### config.mk
export PLATFORM = sky130hd
export DESIGN_NAME = branch_sequencer
export DESIGN_NICKNAME = d
export VERILOG_FILES = /design/src/rtl/cpu_pkg.sv /design/src/rtl/branch_cond_eval.sv /design/src/rtl/branch_sequencer.sv
export SDC_FILE = /design/constraint.sdc
export NUM_CORES = 1
export LEC_CHECK = 0
export ABC_AREA = 0
export BUFFER_PORTS_ARGS = -buffer_cell sky130_fd_sc_hd__buf_2
export CORE_MARGIN = 4
export CORE_UTILIZATION = 49
export CTS_CLUSTER_SIZE = 30
export DETAILED_ROUTE_END_ITERATION = 12
export PLACE_DENSITY = 0.78
export SYNTH_ARGS = -nofsm -noshare
export SYNTH_HDL_FRONTEND = slang
export SYNTH_SLANG_ARGS = --single-unit
### constraint.sdc
create_clock -name CLK -period 2.3 [get_ports CLK]
set_input_delay 0.345 -clock CLK [delete_from_list [all_inputs] [get_ports CLK]]
set_output_delay 0.345 -clock CLK [all_outputs]
set_load 0.03 [all_outputs]
### src/rtl/cpu_pkg.sv
// Shared types for the 8-bit core's sequencer: FSM states and branch conditions.
package cpu_pkg;

  typedef enum logic [1:0] {
    IDLE    = 2'd0,
    RUN     = 2'd1,
    BR_EVAL = 2'd2,
    DONE    = 2'd3
  } seq_state_t;

  typedef enum logic [1:0] {
    BR_EQ     = 2'd0,
    BR_NE     = 2'd1,
    BR_LT     = 2'd2,
    BR_ALWAYS = 2'd3
  } br_cond_t;

endpackage

### src/rtl/branch_cond_eval.sv
// Combinational branch-condition evaluator: decides taken from (cond, a, b).
module branch_cond_eval
  import cpu_pkg::*;
#(
  parameter int DATA_W = 8
) (
  input  br_cond_t          cond_i,
  input  logic [DATA_W-1:0] a_i,
  input  logic [DATA_W-1:0] b_i,
  output logic              taken_o
);

  // LT is an unsigned compare
  always_comb begin
    taken_o = 1'b0;
    case (cond_i)
      BR_EQ:     taken_o = (a_i == b_i);
      BR_NE:     taken_o = (a_i != b_i);
      BR_LT:     taken_o = (a_i < b_i);
      BR_ALWAYS: taken_o = 1'b1;
      default:   taken_o = 1'b0;
    endcase
  end

endmodule

### src/rtl/branch_sequencer.sv
// PC / branch sequencer: steps PC, captures conditional branches, resolves them
// in a fixed second cycle and owns run/halt/done control.
module branch_sequencer
  import cpu_pkg::*;
#(
  parameter int PC_W   = 10,
  parameter int DATA_W = 8,
  parameter int OFF_W  = 6,
  parameter int CNT_W  = 16
) (
  input  logic              CLK,
  input  logic              ResetN,
  input  logic              Start,
  input  logic [PC_W-1:0]   StartAddr,
  input  logic              Stall,
  input  logic              Halt,
  input  logic              IsBranch,
  input  logic              BrUseR0,
  input  logic [1:0]        BrCond,
  input  logic [OFF_W-1:0]  BrOffset,
  input  logic [DATA_W-1:0] BrOpA,
  input  logic [DATA_W-1:0] BrOpB,
  output logic [PC_W-1:0]   PC,
  output logic              InstrEn,
  output logic              Branch,
  output logic              Taken,
  output logic              Busy,
  output logic              Done,
  output logic [CNT_W-1:0]  TakenCount
);

  seq_state_t        state_q, state_d;
  logic [PC_W-1:0]   pc_q, pc_d;
  logic              branch_q, branch_d;
  logic              taken_q, taken_d;
  logic [CNT_W-1:0]  cnt_q, cnt_d;
  br_cond_t          cond_q, cond_d;
  logic [OFF_W-1:0]  off_q, off_d;
  logic              br_taken_s;
  logic              instr_en_s;
  logic [PC_W-1:0]   off_sext_s;

  assign off_sext_s = {{(PC_W-OFF_W){off_q[OFF_W-1]}}, off_q};

  branch_cond_eval #(.DATA_W(DATA_W)) u_cond (
    .cond_i  (cond_q),
    .a_i     (BrOpA),
    .b_i     (BrOpB),
    .taken_o (br_taken_s)
  );

  // Next-state and control decode
  always_comb begin
    state_d    = state_q;
    pc_d       = pc_q;
    branch_d   = branch_q;
    taken_d    = 1'b0;
    cnt_d      = cnt_q;
    cond_d     = cond_q;
    off_d      = off_q;
    instr_en_s = 1'b0;
    case (state_q)
      IDLE, DONE: begin
        if (Start) begin
          pc_d    = StartAddr;
          cnt_d   = {CNT_W{1'b0}};
          state_d = RUN;
        end else begin
          state_d = state_q;
        end
      end
      RUN: begin
        if (!Stall) begin
          instr_en_s = 1'b1;
          if (Halt) begin
            state_d = DONE;
          end else if (IsBranch) begin
            cond_d   = br_cond_t'(BrCond);
            off_d    = BrOffset;
            branch_d = BrUseR0;
            state_d  = BR_EVAL;
          end else begin
            pc_d = pc_q + {{(PC_W-1){1'b0}}, 1'b1};
          end
        end else begin
          state_d = state_q;
        end
      end
      BR_EVAL: begin
        // Operand mux select was registered last edge, so BrOpA is valid here
        if (!Stall) begin
          if (br_taken_s) begin
            pc_d    = pc_q + off_sext_s;
            taken_d = 1'b1;
            if (cnt_q != {CNT_W{1'b1}}) begin
              cnt_d = cnt_q + {{(CNT_W-1){1'b0}}, 1'b1};
            end else begin
              cnt_d = cnt_q;
            end
          end else begin
            pc_d = pc_q + {{(PC_W-1){1'b0}}, 1'b1};
          end
          state_d = RUN;
        end else begin
          state_d = state_q;
        end
      end
      default: state_d = IDLE;
    endcase
  end

  // State and datapath registers
  always_ff @(posedge CLK or negedge ResetN) begin
    if (!ResetN) begin
      state_q  <= IDLE;
      pc_q     <= {PC_W{1'b0}};
      branch_q <= 1'b0;
      taken_q  <= 1'b0;
      cnt_q    <= {CNT_W{1'b0}};
      cond_q   <= BR_EQ;
      off_q    <= {OFF_W{1'b0}};
    end else begin
      state_q  <= state_d;
      pc_q     <= pc_d;
      branch_q <= branch_d;
      taken_q  <= taken_d;
      cnt_q    <= cnt_d;
      cond_q   <= cond_d;
      off_q    <= off_d;
    end
  end

  assign PC         = pc_q;
  assign InstrEn    = instr_en_s;
  assign Branch     = branch_q;
  assign Taken      = taken_q;
  assign Busy       = (state_q == RUN) || (state_q == BR_EVAL);
  assign Done       = (state_q == DONE);
  assign TakenCount = cnt_q;

endmodule

### Yosys cells after proc, flatten, opt, wreduce, memory -nomap -nowiden

Cells that the tools add are included.

* register bits after elaboration: 38
* output and inout bits: 31
* input port bits: 41
* logic and storage cells: 63

* mux-type cells: 24
* reductions and logical operators: 9
* $lt $le $gt $ge: 1
* bitwise gates (word level): 2
* eq/ne operators: 17
* add/subtract/negate cells: 3

Operators by type and width (number)
* 16-bit two-way mux: 4
* 10-bit two-way mux: 6
* 16-bit case mux with 2 select lines: 1
* 10-bit case mux with 3 select lines: 1
* 16-bit by 1-bit adder with 16-bit output, second input constant: 1
* 16-bit inequality test, second input constant: 1
* 2-bit inequality test, second input constant: 7
* 10-bit by 1-bit adder with 10-bit output, second input constant: 1
* 10-bit adder: 1
* 2-bit two-way mux: 5
* 5-bit AND reduction: 2
* 2-bit equality test, second input constant: 4
* 8-bit equality test: 1
* 8-bit < comparator: 1
* 8-bit inequality test: 1
* 4-bit AND reduction: 2
* 2-bit case mux with 3 select lines: 1
* 1-bit two-way mux: 5
* 2-bit by 1-bit equality test with 1-bit output, second input constant: 2
* 2-bit logical NOT: 2
* 1-bit case mux with 4 select lines: 1
* 3-bit inequality test, second input constant: 1
* 1-bit inverter: 2
* 2-bit nonzero test: 1
* 2 further kinds: 2

### Longest topological paths before layout

* depth in word-level cells: 5
* gate-level depth with buffers: 10

### Modules after synthesis

Synthesis repeated with hierarchy kept, for this count alone.

* cells, all modules: 327
* area, all modules: 2857.7 sq um

By module, submodules not included
* branch_sequencer: sequential area each 950.9 sq um, instances 1, cells each 296, area each 2628.8 sq um
* branch_cond_eval: sequential area each 0.0 sq um, instances 1, cells each 31, area each 229.0 sq um

### Worst setup path after synthesis

Ideal clock, no wire load.

* path kind: register to register
* start point: register pc_q[0] (netlist: PC[0])
* end point: register pc_q[8] (netlist: PC[8])
* path buffers: 0
* clock period less this slack: 2.403 ns
* required time: 2.174 ns
* stages on the path, launching flop included: 11
* arrival time: 2.277 ns
* path slack: -0.103 ns
* cell sequence: dfrtp_1 > ha_1 > inv_1 > fa_1 > nor2b_1 > o31a_1 > o21ai_1 > xnor2_1 > mux2_2 > a221oi_2 > o21ai_1

* cells in the longest elaborated chain, start to end: 5

Ends and longest elaborated chain
* start, declared: line branch_sequencer.sv:33 `logic [PC_W-1:0] pc_q, pc_d;`
* start signal, assigned: line branch_sequencer.sv:116 `pc_q <= {PC_W{1'b0}};`
* start signal, assigned: line branch_sequencer.sv:124 `pc_q <= pc_d;`
* 10-bit by 1-bit adder with 10-bit output: line branch_sequencer.sv:83, branch_sequencer.sv:101
* 10-bit two-way mux: line branch_sequencer.sv:77 `end else if (IsBranch) begin`
* 10-bit two-way mux: line branch_sequencer.sv:75 `if (Halt) begin`
* 10-bit two-way mux: line branch_sequencer.sv:73 `if (!Stall) begin`
* 10-bit case mux with 3 select lines (*): line branch_sequencer.sv:62 `case (state_q)`

Every way passes the cells marked *; elsewhere a longest branch is shown, timed or not. The select of a mux whose other input is x is not followed.
A chain may end at the register's enable or synchronous reset.

### Worst setup path after layout

* start point: register off_q[5]
* end point: register pc_q[8] (netlist: PC[8])

* cells in the longest elaborated chain, start to end: 4

Ends and longest elaborated chain
* start, declared: line branch_sequencer.sv:38 `logic [OFF_W-1:0] off_q, off_d;`
* start signal, assigned: line branch_sequencer.sv:121 `off_q <= {OFF_W{1'b0}};`
* 10-bit adder: line branch_sequencer.sv:93 `pc_d = pc_q + off_sext_s;`
* 10-bit two-way mux: line branch_sequencer.sv:92 `if (br_taken_s) begin`
* 10-bit two-way mux: line branch_sequencer.sv:91 `if (!Stall) begin`
* 10-bit case mux with 3 select lines: line branch_sequencer.sv:62

No other way between the ends. The select of a mux whose other input is x is not followed.

==> reports/results.ini <==
[synthesis]
netlist_top_cells_area=dfrtp_1 (34%), ha_1 (9.7%), o21ai_0 (6.0%)
synth.top_cell.area_share_pct=33.5
synth_cell_types=53
ys_seq_area_share_pct=33.5
yosysMostFrequentCell=dfrtp_1
syn_area_per_cell_um2=8.62
syn_inst=329
yosys_warnings=0
synth_common_cells=dfrtp_1 (38), nand2_1 (37), o21ai_0 (34), a21oi_1 (28), ha_1 (22)
synth.largest_area_cell=dfrtp_1
syn-num-nets=393
synth-main-ff-cell=dfrtp_1
async_reset_ff_share_pct=100
synth_edf_count=0
synth_seq_cells=38
synthesis.area_mm2=0.00284

[critical_path]
critPathKind=flop to flop
arrival_ns=2.41
rrSetupSlack_ns=0.08
cp_max_fo=6
cp-start-kind=flop
required_ns=2.49
crit_path_end_kind=flop

[clock_tree]
cts_tree=built
cts_root_buf=clkbuf_8
cts-buffers-inserted=5
clockBufferDepth=2
path_clk_slew_ns=0.09
ctsHoldBuffers=0
cts_sinks=38
clock_latency_ns=0.30
cts_max_level=2

[sta]
fin_skew_ns=0.0116
relSlewSlack_pct=58.9
hold_violations=0
finalCritPeriodShare_pct=96.7
tightest_slew_ns=0.616
max_freq_mhz=450
drv_slew=0
period_minus_slack_ns=2.22
setup_viol=0

[finish]
area_growth_syn_to_layout_pct=29.1
layout.nets=495
layout-drive-gt1-share_pct=33.6
diodes=0
final_area_mm2=0.00366
fillers=487

[floorplanning]
die_area_mm2=0.00707
initial_core_util_pct=50.9
num_io_pins=72
die_w_um=84.1
rows=27
die_y_um=84.1
core_mm2=0.00557

[placed_design]
portBuffers=71
gp_congestion=0.898
hpwlAfterDp_um=5970
placed_cell_area_mm2=0.00344

[detailed_routing]
drcViolationCount=0
wire_per_inst_um=15.6
vias_per_cell=5.66
via_count=2852
drtAntennaViolNets=0
finalWirelength_um=7870
dr.pass1.iters=5
drt_iter0_drc=191

[worst_hold_path]
hold_class=input pin to asynchronous set/reset pin

[power_and_ir_drop]
p_per_area_mw_per_mm2=1430
ir_drop_mv=0.833
p_leak_uw=0.00182
power_uw=5250

[global_route]
grt_max_degree=22
overflow=0
grt_pass1_vias=2797
gr-usage-all-layers_pct=22.7
antenna_found_initial=0
grt_pass1_wl_um=13100

[status]
status=completed

[job]
maxCapViolations=0

==> worst max-delay path, stage by stage, from the launching register on <==
cell	delay, ns
dfrtp_2	0.47
ha_1	0.26
or4_1	0.51
o21ai_1	0.19
xnor2_1	0.09
mux2_2	0.27
a221oi_2	0.21
o21ai_1	0.10
==> layer usage <==
layer	vias to the layer above	share of wire (%)	global-route usage, %	wire [um]
met5	-	0	0	0
met4	0	1.7	7.46	136
met3	13	6.7	3.46	525
met2	124	50	39.5	3920
met1	1336	42	28.4	3290
li1	1379	-	-	-
==> kinds of logic (layout without fill, tap and decap cells) <==
family / count (synthesis) / in the layout / share of synthesized area, %
compound gates: 102 / 102 / 22.2
xor+xnor: 19 / 19 / 5.87
fa+ha+maj: 23 / 23 / 10.4
buf+inv: 32 / 135 / 4.90
flops: 38 / 38 / 33.5
mux: 13 / 13 / 4.98
simple gates: 102 / 102 / 18.1
==> state kept, by name (all words and copies together) (netlist names) <==
| register | cells |
|---|---|
| state_q | 2 |
| cond_q | 2 |
| Branch | 1 |
| PC | 10 |
| off_q | 6 |
| TakenCount | 16 |
| Taken | 1 |
==> placed cells by master (no fill, tap or decap), types with 6 or more instances in the layout <==
cell type	count
inv_1	21
nand3_1	12
nand2_1	37
buf_2	71
o21a_1	7
nand4_1	6
mux2_2	9
o21ai_1	13
buf_4	35
a21oi_1	27
dfrtp_1	36
ha_1	20
nor2_1	19
o21ai_0	31
xnor2_1	13
==> worst paths after layout <==
| kind | cells past startpoint | end | startpoint |
|---|---|---|---|
| setup reg to reg | 7 | PC[8]$_DFFE_PN0P_ | off_q[5]$_DFFE_PN0P_ |
| min in group CLK | 2 | off_q[5]$_DFFE_PN0P_ | BrOffset[5] |
| setup / recovery | 7 | PC[8]$_DFFE_PN0P_ | off_q[5]$_DFFE_PN0P_ |
| max in group asynchronous | 2 | off_q[5]$_DFFE_PN0P_ | ResetN |
| hold / removal | 1 | TakenCount[2]$_DFFE_PN0P_ | ResetN |
| hold reg to reg | 1 | Branch$_DFFE_PN0P_ | Branch$_DFFE_PN0P_ |
==> report_power, final <==
group	leakage, uW	internal, uW	switching [uW]
clock	0.0000683	435	273
combinational	0.00126	1490	1990
sequential	0.000488	881	176
==> cell type report <==
type	instances	area (um2)	area share, %
Clock buffer	5	68.8	1.88
Clock inverter	3	68.8	1.88
Inverter	21	78.8	2.15
Multi-Input combinational cell	259	1780	48.7
Sequential cell	38	953	26.0
Tap cell	72	90.1	2.46
Timing Repair Buffer	106	618	16.9
==> stage by stage <==
step | util [%] | worst slack (ns) | hold WS, ns | TNS [ns] | cells
floorplan | - | 0.0158 | 0.0494 | 0 | 329
global placement | 61.7 | -0.0457 | 0.336 | -0.0457 | 489
detailed placement | 61.7 | -0.135 | 0.346 | -0.545 | 489
CTS | 64.4 | 0.0325 | 0.0173 | 0 | 498
global route | 65.7 | -0.0172 | 0.0504 | -0.0347 | 504
finish | 65.7 | 0.0761 | 0.00832 | 0 | 504
==> timing repair <==
action	4_1_cts	5_1_grt
setup endpoints to repair	2	11
pin swaps	2	2
cloned	0	0
buffers inserted	1	6
resized for setup	3	9
Note: power is estimated with default switching activity, not from simulation.
